`src/rtl/alu_ex_stage.sv`:
```
// Registered execute stage of the cpu32 integer ALU.
// Issues one op per cycle into a single output register with valid/ready on both sides.
`timescale 1ns/1ps

module alu_ex_stage #(
  parameter int XLEN = 32,
  parameter int RD_W = 5
) (
  input  logic            clk,
  input  logic            rst_n,
  input  logic            flush,
  input  logic            in_valid,
  output logic            in_ready,
  input  logic [3:0]      in_op,
  input  logic [XLEN-1:0] in_a,
  input  logic [XLEN-1:0] in_b,
  input  logic [RD_W-1:0] in_rd,
  output logic            out_valid,
  input  logic            out_ready,
  output logic [XLEN-1:0] out_result,
  output logic [RD_W-1:0] out_rd,
  output logic            out_zero,
  output logic            out_illegal
);

  logic            out_valid_q, out_valid_d;
  logic [XLEN-1:0] out_result_q, out_result_d;
  logic [RD_W-1:0] out_rd_q, out_rd_d;
  logic            out_zero_q, out_zero_d;
  logic            out_illegal_q, out_illegal_d;

  logic            accept;
  logic [4:0]      shamt;
  logic [XLEN-1:0] alu_res;
  logic            alu_illegal;

  // A full register that drains this cycle can take a new entry at once.
  assign in_ready = !flush && (!out_valid_q || out_ready);
  assign accept   = in_valid && in_ready;
  assign shamt    = in_b[4:0];

  always_comb begin
    alu_res     = '0;
    alu_illegal = 1'b0;
    case (in_op)
      4'd0:    alu_res = in_a + in_b;
      4'd1:    alu_res = in_a - in_b;
      4'd2:    alu_res = in_a & in_b;
      4'd3:    alu_res = in_a | in_b;
      4'd4:    alu_res = in_a ^ in_b;
      4'd5:    alu_res = in_a << shamt;
      4'd6:    alu_res = in_a >> shamt;
      4'd7:    alu_res = $unsigned($signed(in_a) >>> shamt);
      4'd8:    alu_res = {{(XLEN-1){1'b0}}, ($signed(in_a) < $signed(in_b))};
      4'd9:    alu_res = {{(XLEN-1){1'b0}}, (in_a < in_b)};
      default: alu_illegal = 1'b1;
    endcase
  end

  // Flush wins over both a new accept and a drain.
  always_comb begin
    out_valid_d   = out_valid_q;
    out_result_d  = out_result_q;
    out_rd_d      = out_rd_q;
    out_zero_d    = out_zero_q;
    out_illegal_d = out_illegal_q;
    if (flush) begin
      out_valid_d = 1'b0;
    end else if (accept) begin
      out_valid_d   = 1'b1;
      out_result_d  = alu_res;
      out_rd_d      = in_rd;
      out_zero_d    = (alu_res == '0);
      out_illegal_d = alu_illegal;
    end else if (out_ready) begin
      out_valid_d = 1'b0;
    end
  end

  always_ff @(posedge clk or negedge rst_n) begin
    if (!rst_n) begin
      out_valid_q   <= 1'b0;
      out_result_q  <= '0;
      out_rd_q      <= '0;
      out_zero_q    <= 1'b0;
      out_illegal_q <= 1'b0;
    end else begin
      out_valid_q   <= out_valid_d;
      out_result_q  <= out_result_d;
      out_rd_q      <= out_rd_d;
      out_zero_q    <= out_zero_d;
      out_illegal_q <= out_illegal_d;
    end
  end

  assign out_valid   = out_valid_q;
  assign out_result  = out_result_q;
  assign out_rd      = out_rd_q;
  assign out_zero    = out_zero_q;
  assign out_illegal = out_illegal_q;

endmodule

```
`config.mk`:
```
export PLATFORM = sky130hd
export DESIGN_NAME = alu_ex_stage
export DESIGN_NICKNAME = d
export VERILOG_FILES = /design/src/rtl/alu_ex_stage.sv
export SDC_FILE = /design/constraint.sdc
export NUM_CORES = 1
export LEC_CHECK = 0
export CAP_MARGIN = 20
export CORE_AREA = 2 2 159 161
export DETAILED_ROUTE_END_ITERATION = 8
export DIE_AREA = 0 0 161 163
export PLACE_DENSITY = 0.74
export SLEW_MARGIN = 20
export SYNTH_ARGS = -nofsm -noshare
export SYNTH_HDL_FRONTEND = slang
export SYNTH_SLANG_ARGS = --single-unit
```
`constraint.sdc`:
```
create_clock -name clk -period 5.42 [get_ports clk]
set_input_delay 1.084 -clock clk [delete_from_list [all_inputs] [get_ports clk]]
set_output_delay 1.084 -clock clk [all_outputs]
set_load 0.05 [all_outputs]
```
Yosys cells after proc, flatten, opt, wreduce, memory -nomap -nowiden --
Index checks and enable logic that the tools add are counted.
Cells by class: $mul 0, eq/ne operators 9, reduce and logical (&&, ||, !) cells 10, order comparisons 2, bitwise logic cells 4, div/mod/pow operators 0, multiplexer cells 5, $add $sub $neg 2, shift operators 3
Operators with widths (count):
- one-hot mux 32 bit (10 select lines) | 1
- less-than comparator 32 bit | 2
- adder 32 bit | 1
- bitwise AND 32 bit | 1
- zero test 32 bit | 1
- bitwise OR 32 bit | 1
- left shift 32 x 5 -> 32 bit | 1
- >> shifter 32 x 5 -> 32 bit | 1
- >>> shifter 32 x 5 -> 32 bit | 1
- subtractor 32 bit | 1
- XOR 32 bit | 1
- == test 4 x 3 -> 1 bit (second input constant) | 4
- OR reduction 10 bit | 1
- == test 4 x 2 -> 1 bit (second input constant) | 2
- == test 4 bit (second input constant) | 2
- == test 4 x 1 -> 1 bit (second input constant) | 1
- zero test 4 bit | 1
- 2-to-1 mux 1 bit | 4
- nonzero test 3 bit | 1
- logical AND 1 bit | 2
- zero test 1 bit | 2
- AND reduction 2 bit | 1
- logical OR 1 bit | 1
- inverter 1 bit | 1
Storage, ports and cells: logic and storage cells 40, bits in latches 0, bits in writable memories 0, memories kept 0, bits in read-only memories 0, bits in registers 40

Logic depth before layout (Yosys ltp) --
depth in word-level cells 6, depth in mapped cells 19, gate-level depth less buffers 14

Worst setup path before layout --
No wires, ideal clock.
path kind in2reg, start input in_b[2], end register out_zero_q, in the netlist out_zero, data required time 5.325 ns, setup time 0.095 ns, stages on the path 19, slack 0.287 ns, data arrival time 5.037 ns, path buffers 6, path through buf_2 buf_2 inv_1 buf_2 buf_2 buf_1 ha_1 buf_2 o211ai_1 o211ai_1 a21boi_0 o21ai_0 a31oi_1 o2111a_1 a31oi_1 and4b_1 nand4_1 or4_1 o31ai_1
Between the ends: longest elaborated chain between the ends 3, elaborated cells between the ends (all ways) 12, those cells by class add/sub (2); order compare (2); shift (3); mux (1); bitwise (3); reduce/logical (1)
Ends and longest elaborated chain:
- start: declaration | line 16 | input logic [XLEN-1:0] in_b,
- subtractor 32 bit (tied with other cells) | line 47 | 4'd1: alu_res = in_a - in_b;
- one-hot mux 32 bit (10 select lines) * | line 45 | case (in_op)
- zero test 32 bit * | line 73 | out_zero_d = (alu_res == '0);
- end signal: assignment | line 91 | out_zero_q <= out_zero_d;
- end: declaration | line 29 | logic out_zero_q, out_zero_d;
Every way passes the cells marked *; elsewhere a longest branch is shown, timed or not. A chain may end at the register's enable or synchronous reset.

Final worst setup path --
start input in_a[6], end register out_zero_q, in the netlist out_zero
Between the ends: longest elaborated chain between the ends 3, elaborated cells between the ends (all ways) 12, those cells by class add/sub (2); order compare (2); shift (3); mux (1); bitwise (3); reduce/logical (1)
Ends and longest elaborated chain:
- start: declaration | line 15 | input logic [XLEN-1:0] in_a,
- subtractor 32 bit (tied with other cells) | line 47
- one-hot mux 32 bit (10 select lines) * | line 45
- zero test 32 bit * | line 73
Marked as above.

==> results.py <==
metrics = {
    "layout": {
        "regArea_sq_um": 1000,
        "fin_nets": 2075,
        "n_antenna_cell": 0,
        "drive_gt1_frac": 0.156,
        "final_area_sq_um": 14800,
        "multiInputGateArea_sq_um": 10100,
        "nFillCells": 2369,
        "fin_cells": 2228,
        "syn_to_final_growth_pct": 21.8,
    },
    "clock_tree": {
        "hold_buffers": 0,
        "cts_root_buffer": "clkbuf_16",
        "cts.reportedPaths.clkPinSlew_ps": 50,
        "post_cts_buffers": 0,
        "clk_latency_ps": 290,
        "clk_path_buf_depth": 2,
        "cts_buffers": 5,
        "htreeDepth": 2,
        "cts_tree": "built",
        "cts_sinks": 40,
        "cts-resized-gates": 0,
    },
    "drt": {
        "drcViolationCount": 0,
        "ant_nets": 0,
        "avgRoutedWirePerCell_um": 29.0,
        "drtIter0Drc": 2493,
        "via_per_inst": 7.19,
        "via_count": 16027,
        "first_pass_iters": 6,
        "routed_wirelength_um": 64700,
    },
    "sta": {
        "skew_ps": 7.37,
        "slew_viol_final": 0,
        "tns_ps": 0,
        "hold_viol": 0,
        "min_period_ps": 5200,
        "worst_pin_slew_ps": 1140,
        "max_slew_margin": 0.237,
        "finalSetupViolCount": 0,
        "period_share": 0.960,
        "rsz0062_at_grt": "no",
        "clock.fmax_mhz": 192,
        "whs_ps": 472,
    },
    "logic_synthesis": {
        "synth_seq_area_share": 0.0824,
        "yosysTopAreaCellShare": 0.101,
        "syn_inst": 1724,
        "synth_top_family_by_area": "compound AO/OA/AOI/OAI gates",
        "synth_edf_count": 0,
        "synth_adder_area_share": 0.104,
        "ys_warn_count": 0,
        "synth-main-ff-cell": "dfrtp_1",
        "synthMuxAreaShare": 0.145,
        "postSynthNetCount": 1902,
        "synth.avg_cell_area_sq_um": 7.05,
        "synth_area_leaders": "ha_1 (10%), dfrtp_1 (8.2%), nand2_1 (6.4%), mux4_2 (6.3%), nor2_1 (5.3%)",
        "syn_area_sq_um": 12100,
        "synth_compound_area_frac": 0.327,
        "synth-xor-area-share": 0.0115,
        "ys_seq_elements": 40,
        "yosysMostFrequentCell": "nand2_1",
        "yosysTopAreaCell": "ha_1",
        "synth-simple-area-share": 0.244,
        "synthArstFlopShare": 1.00,
        "yosys-top-cells-count": "nand2_1 (208), nor2_1 (173), a21oi_1 (120)",
        "ys_types": 99,
    },
    "placed_design": {
        "dp.cells": 2219,
        "postPlaceCellArea_sq_um": 14600,
        "io_buffers": 118,
        "place_congestion": 1.19,
        "hpwl_um": 51800,
    },
    "setup_path": {
        "arrival_ps": 5380,
        "cp-start-kind": "input pin",
        "cp_max_fo": 10,
        "cp-end-kind": "flop",
        "worstPathRequired_ps": 5600,
        "path_class": "in2reg",
    },
    "floorplan": {
        "die_y_um": 163,
        "die_w_um": 161,
        "num_rows": 58,
        "core_sq_um": 24700,
        "start_util": 0.492,
        "pin_count": 119,
        "die_area_sq_um": 26200,
    },
    "pwr": {
        "leakage_uw": 0.00627,
        "p_per_area_nw_per_um2": 164,
        "max-vdd-ir-drop_uv": 252,
    },
    "grt": {
        "grt_first_pass_wirelength_um": 94900,
        "grt_usage": 0.480,
        "antenna_found_initial": 0,
        "grt_overflow_total": 0,
        "grt_pass1_vias": 14963,
        "grt_start_max_net_pins": 67,
    },
    "hold_path": {
        "hp-class": "reg2reg",
    },
    "run_status": {
        "status": "finished, final reports clean",
    },
    "run": {
        "cap_viol_max_count": 0,
    },
}
area by class of cell:
class / count / share of cell area
inverter: 97 / 0.0246
multi-input combinational: 1440 / 0.684
timing repair buffer: 313 / 0.185
clock buffer: 5 / 0.00845
sequential: 40 / 0.0676
tap: 330 / 0.0279
clock inverter: 3 / 0.00287
placed cells by master, fill, tap and decap left out, drive strengths merged, types with 28 or more instances in the layout:
master	Yosys	layout
nand2	208	208
buf	66	201
nor2	174	174
a21oi	120	120
clkdlybuf4s50	0	112
o21ai	110	110
ha	98	98
inv	96	96
mux2i	60	60
nand3	41	41
nor3	40	40
dfrtp	40	40
mux4	36	36
o22ai	35	35
a211oi	34	34
o211ai	32	32
nor2b	28	28
stage by stage:
step / setup slack (ps) / power (uW) / util
finish: 217 / 2420 / 0.600
CTS: 282 / 2360 / 0.600
global placement: 68.4 / 2010 / 0.593
detailed placement: 8.50 / 2030 / 0.593
global route: 9.47 / 2520 / 0.600
floorplan: 287 / 1360 / -
kinds of logic (layout without fill, tap and decap cells):
family | Yosys count | count (layout)
AOI/OAI and AO/OA | 578 | 578
xor gates and xnor gates | 16 | 16
buffers and inverters | 244 | 418
adders and majority gates | 100 | 100
and+or+nand+nor | 625 | 625
muxes | 121 | 121
DFF | 40 | 40
state kept, by name, indices dropped and copies added, names as in the netlist:
signal,cells
out_illegal,1
out_rd,5
out_result,32
out_valid,1
out_zero,1
where the power goes:
group	switching (uW)	internal [uW]
sequential	24.6	347
combinational	1100	625
clock	112	216
total	1230	1190
worst paths after layout:
path	to	startpoint	cells after the start	slack (ps)
max in group asynchronous	out_result[23]$_DFFE_PN0P_	rst_n	1	3990
min	out_result[6]$_DFFE_PN0P_	out_result[6]$_DFFE_PN0P_	1	470
min reg2reg	out_result[6]$_DFFE_PN0P_	out_result[6]$_DFFE_PN0P_	1	470
max	out_zero$_DFFE_PN0P_	in_a[6]	14	220
min in group asynchronous	out_result[8]$_DFFE_PN0P_	rst_n	1	900
max reg2reg	out_zero$_DFFE_PN0P_	out_valid$_DFFE_PN0P_	10	2210
layer usage:
layer	track usage	vias up	wire [um]
met5	0	-	0
met4	0.298	0	5460
met3	0.105	384	8560
met2	0.753	1455	27300
met1	0.600	7366	23300
li1	-	6822	-
worst max-delay path, stage by stage:
cell and delay [ps]:
clkdlybuf4s50_1 520, inv_1 120, ha_1 350, buf_4 200
a21oi_1 270, o211ai_1 180, a21boi_0 460, o21ai_0 270
xnor2_1 190, a211oi_1 460, and4b_1 260, nand4_1 150
or4_1 560, o31ai_1 280
No activity file was read; power rests on OpenSTA's default activity.
